### config.mk
export PLATFORM = sky130hd
export DESIGN_NAME = sc_fibomonitor_flat
export DESIGN_NICKNAME = d
export VERILOG_FILES = /design/src/rtl/sc_fibomonitor_if.sv /design/src/rtl/sc_fibomonitor.sv /design/src/flat_wrapper.sv
export SDC_FILE = /design/constraint.sdc
export NUM_CORES = 1
export LEC_CHECK = 0
export BUFFER_PORTS_ARGS = -buffer_cell sky130_fd_sc_hd__clkbuf_2
export CAP_MARGIN = 10
export CORE_ASPECT_RATIO = 0.5
export CORE_MARGIN = 4
export CORE_UTILIZATION = 40
export CTS_BUF_LIST = sky130_fd_sc_hd__clkbuf_8
export DETAILED_ROUTE_END_ITERATION = 10
export GPL_TIMING_DRIVEN = 0
export PLACE_DENSITY = 0.58
export SLEW_MARGIN = 20
export SYNTH_ARGS = -nofsm -noshare
export SYNTH_HDL_FRONTEND = slang
export SYNTH_SLANG_ARGS = --single-unit
### constraint.sdc
create_clock -name SC_FIBOMONITOR_CLOCK_50 -period 3.9 [get_ports SC_FIBOMONITOR_CLOCK_50]
set_input_delay 0 -clock SC_FIBOMONITOR_CLOCK_50 [delete_from_list [all_inputs] [get_ports SC_FIBOMONITOR_CLOCK_50]]
set_output_delay 0 -clock SC_FIBOMONITOR_CLOCK_50 [all_outputs]
set_load 0.05 [all_outputs]
### src/rtl/sc_fibomonitor_if.sv
// Fibonacci output bus as seen by the monitor: term strobe, control, buffer readback and status.
// The master side is the datapath/board driver and the slave side is the monitor.
interface sc_fibomonitor_if #(
    parameter int DATAWIDTH_BUS     = 8,
    parameter int BUFFER_ADDR_WIDTH = 3,
    parameter int DATAWIDTH_STATE   = 3
);
    logic [DATAWIDTH_BUS-1:0]     SC_FIBOMONITOR_data_InBUS;
    logic                         SC_FIBOMONITOR_datavalid_InHigh;
    logic                         SC_FIBOMONITOR_enable_InHigh;
    logic                         SC_FIBOMONITOR_clear_InHigh;
    logic [BUFFER_ADDR_WIDTH-1:0] SC_FIBOMONITOR_readaddress_InBUS;
    logic [DATAWIDTH_BUS-1:0]     SC_FIBOMONITOR_readdata_OutBUS;
    logic [7:0]                   SC_FIBOMONITOR_termcount_OutBUS;
    logic                         SC_FIBOMONITOR_newterm_OutHigh;
    logic                         SC_FIBOMONITOR_done_OutHigh;
    logic                         SC_FIBOMONITOR_overflow_OutHigh;
    logic                         SC_FIBOMONITOR_fault_OutHigh;
    logic [DATAWIDTH_STATE-1:0]   SC_FIBOMONITOR_state_OutBUS;

    modport master (
        output SC_FIBOMONITOR_data_InBUS, SC_FIBOMONITOR_datavalid_InHigh,
               SC_FIBOMONITOR_enable_InHigh, SC_FIBOMONITOR_clear_InHigh,
               SC_FIBOMONITOR_readaddress_InBUS,
        input  SC_FIBOMONITOR_readdata_OutBUS, SC_FIBOMONITOR_termcount_OutBUS,
               SC_FIBOMONITOR_newterm_OutHigh, SC_FIBOMONITOR_done_OutHigh,
               SC_FIBOMONITOR_overflow_OutHigh, SC_FIBOMONITOR_fault_OutHigh,
               SC_FIBOMONITOR_state_OutBUS
    );

    modport slave (
        input  SC_FIBOMONITOR_data_InBUS, SC_FIBOMONITOR_datavalid_InHigh,
               SC_FIBOMONITOR_enable_InHigh, SC_FIBOMONITOR_clear_InHigh,
               SC_FIBOMONITOR_readaddress_InBUS,
        output SC_FIBOMONITOR_readdata_OutBUS, SC_FIBOMONITOR_termcount_OutBUS,
               SC_FIBOMONITOR_newterm_OutHigh, SC_FIBOMONITOR_done_OutHigh,
               SC_FIBOMONITOR_overflow_OutHigh, SC_FIBOMONITOR_fault_OutHigh,
               SC_FIBOMONITOR_state_OutBUS
    );
endinterface

### src/rtl/sc_fibomonitor.sv
// Fibonacci term monitor: checks each strobed term against the recurrence and logs accepted terms in a circular buffer.
// Status flags one cycle after the deciding strobe, readback one cycle; no backpressure, one term per cycle accepted.
module sc_fibomonitor #(
    parameter int DATAWIDTH_BUS     = 8,
    parameter int BUFFER_ADDR_WIDTH = 3,
    parameter int DATAWIDTH_STATE   = 3
) (
    input  logic            SC_FIBOMONITOR_CLOCK_50,
    input  logic            SC_FIBOMONITOR_RESET_InHigh,
    sc_fibomonitor_if.slave bus
);
    localparam int DEPTH = 1 << BUFFER_ADDR_WIDTH;
    localparam logic [BUFFER_ADDR_WIDTH-1:0] PTR_ONE = 1;

    typedef enum logic [DATAWIDTH_STATE-1:0] {
        S_IDLE  = 3'd0,
        S_SEED0 = 3'd1,
        S_SEED1 = 3'd2,
        S_TRACK = 3'd3,
        S_DONE  = 3'd4,
        S_FAULT = 3'd5
    } state_t;

    state_t                       state_q, state_d;
    logic [DATAWIDTH_BUS-1:0]     prev1_q, prev1_d;
    logic [DATAWIDTH_BUS-1:0]     prev2_q, prev2_d;
    logic [BUFFER_ADDR_WIDTH-1:0] ptr_q, ptr_d;
    logic [7:0]                   termcount_q, termcount_d;
    logic                         newterm_q, newterm_d;
    logic                         done_q, done_d;
    logic                         overflow_q, overflow_d;
    logic                         fault_q, fault_d;
    logic [DATAWIDTH_BUS-1:0]     readdata_q, readdata_d;
    logic [DATAWIDTH_BUS:0]       expected;
    logic                         accept;
    logic                         go_fault;
    logic                         wr_en;
    logic [DATAWIDTH_BUS-1:0]     buf_mem [DEPTH];

    logic                         clk;
    logic                         rst;
    logic [DATAWIDTH_BUS-1:0]     data;
    logic                         vld;

    assign clk  = SC_FIBOMONITOR_CLOCK_50;
    assign rst  = SC_FIBOMONITOR_RESET_InHigh;
    assign data = bus.SC_FIBOMONITOR_data_InBUS;
    assign vld  = bus.SC_FIBOMONITOR_datavalid_InHigh;

    always_comb begin
        state_d     = state_q;
        prev1_d     = prev1_q;
        prev2_d     = prev2_q;
        ptr_d       = ptr_q;
        termcount_d = termcount_q;
        done_d      = done_q;
        overflow_d  = overflow_q;
        fault_d     = fault_q;
        accept      = 1'b0;
        go_fault    = 1'b0;
        // 9-bit sum so the carry out marks the term that wrapped past 8 bits
        expected    = {1'b0, prev1_q} + {1'b0, prev2_q};

        if (bus.SC_FIBOMONITOR_clear_InHigh) begin
            state_d     = S_IDLE;
            prev1_d     = '0;
            prev2_d     = '0;
            ptr_d       = '0;
            termcount_d = '0;
            done_d      = 1'b0;
            overflow_d  = 1'b0;
            fault_d     = 1'b0;
        end else begin
            case (state_q)
                S_IDLE: begin
                    if (bus.SC_FIBOMONITOR_enable_InHigh) state_d = S_SEED0;
                end
                S_SEED0: begin
                    if (vld) begin
                        if (data == '0) begin
                            accept  = 1'b1;
                            state_d = S_SEED1;
                        end else begin
                            go_fault = 1'b1;
                        end
                    end
                end
                S_SEED1: begin
                    if (vld) begin
                        if (data == DATAWIDTH_BUS'(1)) begin
                            accept  = 1'b1;
                            prev2_d = '0;
                            prev1_d = DATAWIDTH_BUS'(1);
                            state_d = S_TRACK;
                        end else begin
                            go_fault = 1'b1;
                        end
                    end
                end
                S_TRACK: begin
                    if (vld) begin
                        if (data != expected[DATAWIDTH_BUS-1:0]) begin
                            go_fault = 1'b1;
                        end else if (expected[DATAWIDTH_BUS]) begin
                            accept     = 1'b1;
                            overflow_d = 1'b1;
                            done_d     = 1'b1;
                            state_d    = S_DONE;
                        end else begin
                            accept  = 1'b1;
                            prev2_d = prev1_q;
                            prev1_d = data;
                        end
                    end
                end
                S_DONE:  state_d = S_DONE;
                S_FAULT: state_d = S_FAULT;
                default: state_d = S_IDLE;
            endcase

            if (go_fault) begin
                state_d = S_FAULT;
                fault_d = 1'b1;
            end
            if (accept) begin
                ptr_d = ptr_q + PTR_ONE;
                if (termcount_q != 8'hFF) termcount_d = termcount_q + 8'd1;
            end
        end

        newterm_d  = accept;
        wr_en      = accept & ~rst;
        readdata_d = buf_mem[bus.SC_FIBOMONITOR_readaddress_InBUS];
    end

    always_ff @(posedge clk) begin
        if (rst) begin
            state_q     <= S_IDLE;
            prev1_q     <= '0;
            prev2_q     <= '0;
            ptr_q       <= '0;
            termcount_q <= '0;
            newterm_q   <= 1'b0;
            done_q      <= 1'b0;
            overflow_q  <= 1'b0;
            fault_q     <= 1'b0;
            readdata_q  <= '0;
        end else begin
            state_q     <= state_d;
            prev1_q     <= prev1_d;
            prev2_q     <= prev2_d;
            ptr_q       <= ptr_d;
            termcount_q <= termcount_d;
            newterm_q   <= newterm_d;
            done_q      <= done_d;
            overflow_q  <= overflow_d;
            fault_q     <= fault_d;
            readdata_q  <= readdata_d;
        end
    end

    // Buffer storage is deliberately not reset; old words remain readable
    always_ff @(posedge clk) begin
        if (wr_en) buf_mem[ptr_q] <= data;
    end

    assign bus.SC_FIBOMONITOR_readdata_OutBUS  = readdata_q;
    assign bus.SC_FIBOMONITOR_termcount_OutBUS = termcount_q;
    assign bus.SC_FIBOMONITOR_newterm_OutHigh  = newterm_q;
    assign bus.SC_FIBOMONITOR_done_OutHigh     = done_q;
    assign bus.SC_FIBOMONITOR_overflow_OutHigh = overflow_q;
    assign bus.SC_FIBOMONITOR_fault_OutHigh    = fault_q;
    assign bus.SC_FIBOMONITOR_state_OutBUS     = state_q;
endmodule

### src/flat_wrapper.sv
// flat-port wrapper written by rule: the top's interface ports become plain ports
module sc_fibomonitor_flat 
#(
    parameter int DATAWIDTH_BUS     = 8,
    parameter int BUFFER_ADDR_WIDTH = 3,
    parameter int DATAWIDTH_STATE   = 3
)
  (SC_FIBOMONITOR_CLOCK_50, SC_FIBOMONITOR_RESET_InHigh, bus_SC_FIBOMONITOR_data_InBUS, bus_SC_FIBOMONITOR_datavalid_InHigh, bus_SC_FIBOMONITOR_enable_InHigh, bus_SC_FIBOMONITOR_clear_InHigh, bus_SC_FIBOMONITOR_readaddress_InBUS, bus_SC_FIBOMONITOR_readdata_OutBUS, bus_SC_FIBOMONITOR_termcount_OutBUS, bus_SC_FIBOMONITOR_newterm_OutHigh, bus_SC_FIBOMONITOR_done_OutHigh, bus_SC_FIBOMONITOR_overflow_OutHigh, bus_SC_FIBOMONITOR_fault_OutHigh, bus_SC_FIBOMONITOR_state_OutBUS);
  sc_fibomonitor_if #(.DATAWIDTH_BUS(DATAWIDTH_BUS), .BUFFER_ADDR_WIDTH(BUFFER_ADDR_WIDTH), .DATAWIDTH_STATE(DATAWIDTH_STATE)) bus_i ();
  input  logic SC_FIBOMONITOR_CLOCK_50;
  input  logic SC_FIBOMONITOR_RESET_InHigh;
  input wire logic [$bits(bus_i.SC_FIBOMONITOR_data_InBUS)-1:0] bus_SC_FIBOMONITOR_data_InBUS;
  input wire logic [$bits(bus_i.SC_FIBOMONITOR_datavalid_InHigh)-1:0] bus_SC_FIBOMONITOR_datavalid_InHigh;
  input wire logic [$bits(bus_i.SC_FIBOMONITOR_enable_InHigh)-1:0] bus_SC_FIBOMONITOR_enable_InHigh;
  input wire logic [$bits(bus_i.SC_FIBOMONITOR_clear_InHigh)-1:0] bus_SC_FIBOMONITOR_clear_InHigh;
  input wire logic [$bits(bus_i.SC_FIBOMONITOR_readaddress_InBUS)-1:0] bus_SC_FIBOMONITOR_readaddress_InBUS;
  output wire logic [$bits(bus_i.SC_FIBOMONITOR_readdata_OutBUS)-1:0] bus_SC_FIBOMONITOR_readdata_OutBUS;
  output wire logic [$bits(bus_i.SC_FIBOMONITOR_termcount_OutBUS)-1:0] bus_SC_FIBOMONITOR_termcount_OutBUS;
  output wire logic [$bits(bus_i.SC_FIBOMONITOR_newterm_OutHigh)-1:0] bus_SC_FIBOMONITOR_newterm_OutHigh;
  output wire logic [$bits(bus_i.SC_FIBOMONITOR_done_OutHigh)-1:0] bus_SC_FIBOMONITOR_done_OutHigh;
  output wire logic [$bits(bus_i.SC_FIBOMONITOR_overflow_OutHigh)-1:0] bus_SC_FIBOMONITOR_overflow_OutHigh;
  output wire logic [$bits(bus_i.SC_FIBOMONITOR_fault_OutHigh)-1:0] bus_SC_FIBOMONITOR_fault_OutHigh;
  output wire logic [$bits(bus_i.SC_FIBOMONITOR_state_OutBUS)-1:0] bus_SC_FIBOMONITOR_state_OutBUS;
  assign bus_i.SC_FIBOMONITOR_data_InBUS = bus_SC_FIBOMONITOR_data_InBUS;
  assign bus_i.SC_FIBOMONITOR_datavalid_InHigh = bus_SC_FIBOMONITOR_datavalid_InHigh;
  assign bus_i.SC_FIBOMONITOR_enable_InHigh = bus_SC_FIBOMONITOR_enable_InHigh;
  assign bus_i.SC_FIBOMONITOR_clear_InHigh = bus_SC_FIBOMONITOR_clear_InHigh;
  assign bus_i.SC_FIBOMONITOR_readaddress_InBUS = bus_SC_FIBOMONITOR_readaddress_InBUS;
  assign bus_SC_FIBOMONITOR_readdata_OutBUS = bus_i.SC_FIBOMONITOR_readdata_OutBUS;
  assign bus_SC_FIBOMONITOR_termcount_OutBUS = bus_i.SC_FIBOMONITOR_termcount_OutBUS;
  assign bus_SC_FIBOMONITOR_newterm_OutHigh = bus_i.SC_FIBOMONITOR_newterm_OutHigh;
  assign bus_SC_FIBOMONITOR_done_OutHigh = bus_i.SC_FIBOMONITOR_done_OutHigh;
  assign bus_SC_FIBOMONITOR_overflow_OutHigh = bus_i.SC_FIBOMONITOR_overflow_OutHigh;
  assign bus_SC_FIBOMONITOR_fault_OutHigh = bus_i.SC_FIBOMONITOR_fault_OutHigh;
  assign bus_SC_FIBOMONITOR_state_OutBUS = bus_i.SC_FIBOMONITOR_state_OutBUS;
  sc_fibomonitor #(.DATAWIDTH_BUS(DATAWIDTH_BUS), .BUFFER_ADDR_WIDTH(BUFFER_ADDR_WIDTH), .DATAWIDTH_STATE(DATAWIDTH_STATE)) u_core (.SC_FIBOMONITOR_CLOCK_50(SC_FIBOMONITOR_CLOCK_50), .SC_FIBOMONITOR_RESET_InHigh(SC_FIBOMONITOR_RESET_InHigh), .bus(bus_i));
endmodule
==> results of run 1 <==
flip-flops by register name, summed over array words and instances (netlist names):
name	cells
u_core.buf_mem	64
u_core.bus.SC_FIBOMONITOR_done_OutHigh	1
u_core.bus.SC_FIBOMONITOR_fault_OutHigh	1
u_core.bus.SC_FIBOMONITOR_newterm_OutHigh	1
u_core.bus.SC_FIBOMONITOR_readdata_OutBUS	8
u_core.bus.SC_FIBOMONITOR_state_OutBUS	3
u_core.bus.SC_FIBOMONITOR_termcount_OutBUS	8
u_core.prev1_q	8
u_core.prev2_q	8
u_core.ptr_q	3
layer usage:
metal,global-route usage [%],routed length (um)
met4,3.251,100
met2,23.72,4457
met1,20.19,4675
met5,0,0
met3,4.561,526
synthesized netlist by cell type (3+ instances only):
library cell  number  share of area (%)
buf_1              3               0.24
nor2_1            27                2.1
edfxtp_1          64                 41
nor4_1             3               0.40
o21a_1             3               0.48
nand3_1           10                1.1
mux4_2            16                7.6
clkbuf_1           8               0.64
o21ai_0            5               0.53
xor2_1             5               0.93
xnor2_1            3               0.56
a31oi_1            3               0.40
a21oi_1           12                1.3
nand2_1           35                2.8
or3_1              3               0.40
ha_1              10                2.7
dfxtp_1           41                 17
inv_1              5               0.40
nor3b_1            5               0.80
nor2b_1            3               0.40
mux2i_1           13                2.8
nor3_1             6               0.64
nor2_2             3               0.40
nand4_1            6               0.80
and2_1             3               0.40
nand2b_1           5               0.66
o2bb2ai_1         15                2.8
and3_1             3               0.40
cell type report:
cell class / count / area [um2]
Buffer: 14 / 58.81
Clock buffer: 9 / 123.9
Clock inverter: 7 / 68.82
Fill cell: 1016 / 5918
Inverter: 5 / 18.77
Multi-Input combinational cell: 241 / 1924
Sequential cell: 105 / 2743
Tap cell: 159 / 198.9
Timing Repair Buffer: 37 / 195.2
critical path, delay by kind of cell (launching register included):
family	cells	cell delay (ns)
AOI/OAI and AO/OA	1	0.40
xor gates and xnor gates	1	0.15
adders and majority gates	2	0.72
DFF	1	0.33
and+or+nand+nor	5	1.68
report_power, final:
part           internal, mW  total, mW  switching (mW)
clock                 0.299      0.666           0.367
combinational        0.0433      0.127          0.0837
sequential             1.18       1.18         0.00209
total                  1.52       1.97           0.453
timing repair:
item                                    CTS  global route
endpoints found under the setup margin   24            40
hold buffers                              2             0
endpoints found under the hold margin    10             0
resized for setup                         1             6
logic make-up (layout without fill, tap and decap cells):
logic type               count (synthesis)  count (layout)  synth area share [%]
AND/OR/NAND/NOR                        130             130                 14.78
flip-flops                             105             105                 58.17
AO/OA/AOI/OAI                           62              62                 9.926
multiplexers                            29              29                 10.40
buffers and inverters                   19              72                 1.646
adder cells (fa/ha/maj)                 11              11                 3.079
XOR/XNOR                                 9               9                 1.990
how the worst min path moves through the flow:
stage	slack, ns	end	start
2_1_floorplan	0.1	u_core.buf_mem[0][0]	bus_SC_FIBOMONITOR_data_InBUS[0]
3_3_place_gp	0.31	u_core.bus.SC_FIBOMONITOR_termcount_OutBUS[4]	bus_SC_FIBOMONITOR_clear_InHigh
3_5_place_dp	0.32	u_core.bus.SC_FIBOMONITOR_termcount_OutBUS[0]	bus_SC_FIBOMONITOR_clear_InHigh
4_1_cts	0.003	u_core.buf_mem[5][7]	bus_SC_FIBOMONITOR_data_InBUS[7]
5_1_grt	0.02	u_core.buf_mem[4][4]	bus_SC_FIBOMONITOR_data_InBUS[4]
6_report	0.02	u_core.buf_mem[7][5]	bus_SC_FIBOMONITOR_data_InBUS[5]
through the flow:
stage	std cells	power (mW)	utilization (%)	hold slack [ns]	instance area [um2]
after floorplan	365	1.290	-	0.09887	4715
after global routing	577	2.049	47.39	0.01762	5331
final	577	1.975	47.39	0.02088	5331
after CTS	577	1.997	47.17	0.002868	5306
after detailed placement	559	1.334	45.23	0.3225	5089
after global placement	559	1.331	45.23	0.3072	5089
==> results.cfg, run 1 <==
[worst_hold_path]
class_of_the_most_critical_hold_timing_path = input port to flop
min_path_cells = 1

[layout]
commonest_non_fill_non_tap_cell_in_the_layout = edfxtp_1
layout-drive-gt1-share_pct = 22.01
num_antenna_cells = 0
area_delta_synth_final_pct = 13.08
fin_nets = 440
layout.cells.most_common_list = edfxtp_1, dfxtp_1, nand2_1, clkbuf_2, nor2_1

[timing]
final-hold-violation-count = 0
fmax_mhz = 274.6
timing_max_transition_violations_final = 0
timing.max_slew.rel_slack_pct = 40.91
rsz0062_at_grt = false
final-setup-viol-count = 0
pin_slew_with_the_least_headroom_to_its_limit_ns = 0.8864
fin_ws_ns = 0.2578
setup_tns_ns = 0
timing.final.crit_share_pct = 93.39
clock_skew_ns = 0.01264
period_minus_slack_ns = 3.642

[status]
status = finished clean

[setup_path]
worst_r2r_path_depth = 9
rr_endpoint = u_core.buf_mem[5][6]
path_max_fanout = 8
kind_of_end_point_of_the_critical_path = flop
worst-setup-path-type = flop to flop
startpoint = u_core.prev1_q[0]
cpMaxStageDelayCell = nor2_2
worstPathCellList = ha_1 -> fa_1 -> xor2_1 -> nor3_1 -> nand3_2 -> or4_4 -> o31ai_2 -> nand3_1 -> nor2_2
timing.reg2reg.setup_slack_ns = 0.26
critical_path.endpoint = u_core.buf_mem[5][6]
start_kind = flop
worstReg2RegStart = u_core.prev1_q[0]
crit_arrival_ns = 3.65
maximum_cell_stage_delay_along_the_critical_path_ns = 0.51
timing.critical_path.required_ns = 3.91

[clock_network]
post_cts_buffers = 0
clockBufferDepth = 2
clock_sink_total = 105
root_buffer = clkbuf_8
path_clk_slew_ns = 0.10
ctsHtreeMaxLevel = 3
cts_tree = done
cts_made_buffers = 9
clk-insertion-delay-late_ns = 0.37

[power]
power_density_nw_per_um2 = 370.4
leakagePower_nw = 1.887
vdd_ir_drop_max_mv = 0.1624

[logic_synthesis]
synthesis.yosys.warnings = 0
average_instance_area_after_synthesis_um2 = 12.92
ys_seq_elements = 105
yosysSeqAreaShare_pct = 58.17
number_of_unique_standard_cell_types_used_by_synthesis = 64
synthesis.instances = 365
share_of_flip_flops_with_an_asynchronous_set_or_reset_after_synthesis_pct = 0
syn-cell-area_um2 = 4715
edff_count_synth = 64
synth_flop_cell = edfxtp_1
synth_fp_nets = 392

[drt]
ant_nets = 0
firstDrtPassIters = 5
drt_iter0_drc = 222
via_per_inst = 5.399
routed_wire_length_per_instance_um = 16.92
drc_errors = 0
via_count = 3115
route.final.wire_length_um = 9760

[global_route]
grt_start_max_net_pins = 18
grt_antenna_before_repair = 0
grt_first_pass_wirelength_um = 16010
global_route.usage.total_pct = 14.87
grt_pass1_vias = 3070
global_route.overflow_total = 0

[die]
coreArea_um2 = 11250
die_height_um = 84.77
die_w_um = 161.5
boundaryPins = 39
placement_rows = 27
initial_standard_cell_utilization_of_the_core_pct = 41.91
dieArea_um2 = 13690

[placement]
placement.setup.worst_slack_ns = -0.2189
port_buffers = 35
dpl.hpwl_um = 7184
place_congestion = 0.8590

[flow_run]
drv.max_cap_violation_count = 0
(Power assumes the default switching activity.)
==> run 2: changes to the inputs <==
--- a/config.mk
+++ b/config.mk
@@ -12,3 +12,3 @@
 export CORE_UTILIZATION = 40
-export CTS_BUF_LIST = sky130_fd_sc_hd__clkbuf_8
+export CTS_BUF_LIST = sky130_fd_sc_hd__clkbuf_4
 export DETAILED_ROUTE_END_ITERATION = 10
==> constraint.sdc (replaced) <==
create_clock -name SC_FIBOMONITOR_CLOCK_50 -period 3.9 [get_ports SC_FIBOMONITOR_CLOCK_50]
set_input_delay 0.78 -clock SC_FIBOMONITOR_CLOCK_50 [delete_from_list [all_inputs] [get_ports SC_FIBOMONITOR_CLOCK_50]]
set_output_delay 0.78 -clock SC_FIBOMONITOR_CLOCK_50 [all_outputs]
set_load 0.05 [all_outputs]
==> run 2 against run 1 <==
Count of clock-buffer cells in the layout is 2 higher. Fmax is 0.12% higher. Die area stayed put. Critical path depth stayed put. Sequential share of layout area is 0.67 points higher. Core utilization is 0.61 points lower. Global-route usage hardly changed. Via count is 0.22% higher. Clock power is 14% lower. Critical path type unchanged. Largest power group unchanged.
==> results.cfg, run 2 (same netlist as run 1, synthesis figures left out) <==
[status]
status = finished clean

[setup_path]
path_max_fanout = 8
start_kind = flop
crit_arrival_ns = 3.76
worst-setup-path-type = flop to flop
kind_of_end_point_of_the_critical_path = flop
maximum_cell_stage_delay_along_the_critical_path_ns = 0.52
cpMaxStageDelayCell = nor2_2
timing.critical_path.required_ns = 4.02
timing.reg2reg.setup_slack_ns = 0.26
worstPathCellList = ha_1 -> fa_1 -> xor2_1 -> nor3_1 -> nand3_2 -> or4_4 -> o31ai_2 -> nand3_1 -> nor2_2

[timing]
clock_skew_ns = 0.01838
rsz0062_at_grt = false
hold-worst-slack_ns = 0.4732
final-setup-viol-count = 0
final-hold-violation-count = 0
timing_max_transition_violations_final = 0
pin_slew_with_the_least_headroom_to_its_limit_ns = 0.8694
timing.max_slew.rel_slack_pct = 42.04
fmax_mhz = 274.9
setup_tns_ns = 0
period_minus_slack_ns = 3.638
timing.final.crit_share_pct = 93.28
fin_ws_ns = 0.2621

[drt]
via_count = 3122
firstDrtPassIters = 5
ant_nets = 0
via_per_inst = 5.430
route.final.wire_length_um = 9688
drt_iter0_drc = 245
routed_wire_length_per_instance_um = 16.85
drc_errors = 0

[clock_network]
cts_hold_buffers = 0
root_buffer = clkbuf_4
post_cts_buffers = 0
cts_made_buffers = 9
clk-insertion-delay-late_ns = 0.46
path_clk_slew_ns = 0.15
cts_tree = done
number_of_cells_upsized_or_downsized_after_cts = 1
clock_sink_total = 105
ctsHtreeMaxLevel = 3
clockBufferDepth = 2

[die]
placement_rows = 27
coreArea_um2 = 11250
die_height_um = 84.77
boundaryPins = 39
dieArea_um2 = 13690
initial_standard_cell_utilization_of_the_core_pct = 41.91
die_w_um = 161.5

[layout]
layout.cells.most_common_list = edfxtp_1, dfxtp_1, nand2_1, clkbuf_2, nor2_1
fin_nets = 438
area_delta_synth_final_pct = 11.62
commonest_non_fill_non_tap_cell_in_the_layout = edfxtp_1
num_antenna_cells = 0
max_ffs_per_register = 64
largest_register = u_core.buf_mem
postLayoutCoreUtil_pct = 46.78
layout-drive-gt1-share_pct = 22.60

[power]
power_density_nw_per_um2 = 356.8
power.total_mw = 1.878
leakagePower_nw = 1.854
vdd_ir_drop_max_mv = 0.1741

[placement]
place_congestion = 0.8590
port_buffers = 35
placement.setup.worst_slack_ns = -0.4694
dpl.hpwl_um = 7184

[global_route]
grt_pass1_vias = 3073
global_route.usage.total_pct = 14.90
global_route.overflow_total = 0
grt_antenna_before_repair = 0
grt_start_max_net_pins = 18
grt_first_pass_wirelength_um = 16000

[worst_hold_path]
class_of_the_most_critical_hold_timing_path = flop to flop

[flow_run]
drv.max_cap_violation_count = 0
==> run 2: layout make-up <==
class	instances	area [um2]
buffer	14	58.81
sequential	105	2743
clock inverter	5	61.31
clock buffer	11	82.58
inverter	5	18.77
timing repair buffer	35	175.2
fill	1018	5987
tap	159	198.9
multi-input combinational	241	1924
==> run 2: routing by layer <==
metal / vias up / track usage (%) / wire length (um) / share of wire (%)
met4: 0 / 4.644 / 149 / 1.5
met5: - / 0 / 0 / 0
li1: 1498 / - / - / -
met1: 1524 / 20.17 / 4511 / 47
met3: 16 / 3.973 / 595 / 6.1
met2: 84 / 23.60 / 4431 / 46
==> run 2: path summary, 6_finish.rpt <==
kind | start | to | depth (start not counted)
worst min register to register | u_core.bus.SC_FIBOMONITOR_done_OutHigh | u_core.bus.SC_FIBOMONITOR_done_OutHigh | 2
worst min-delay path | u_core.bus.SC_FIBOMONITOR_done_OutHigh | u_core.bus.SC_FIBOMONITOR_done_OutHigh | 2
worst max register to register | u_core.prev1_q[0] | u_core.buf_mem[5][4] | 9
worst max-delay path | u_core.prev1_q[0] | u_core.buf_mem[5][4] | 9
==> run 2: critical path: cells and delay by family (launching register included) <==
family / cells / cell delay, ns
xor gates and xnor gates: 1 / 0.15
DFF: 1 / 0.35
adders and majority gates: 2 / 0.72
AOI/OAI and AO/OA: 1 / 0.39
and+or+nand+nor: 5 / 1.69
==> run 2: stage by stage <==
| step | instance area, um2 | instances |
|---|---|---|
| 6_report | 5263 | 575 |
| 5_1_grt | 5263 | 575 |
| 4_1_cts | 5238 | 575 |
| 3_5_place_dp | 5089 | 559 |
| 3_3_place_gp | 5089 | 559 |
| 2_1_floorplan | 4715 | 365 |
==> run 2: power breakdown <==
part | total [mW] | switching (mW) | internal, mW | leakage (nW)
registers | 1.18 | 0.00209 | 1.18 | 0.907
clock network | 0.570 | 0.353 | 0.217 | 0.0822
logic | 0.125 | 0.0830 | 0.0420 | 0.864
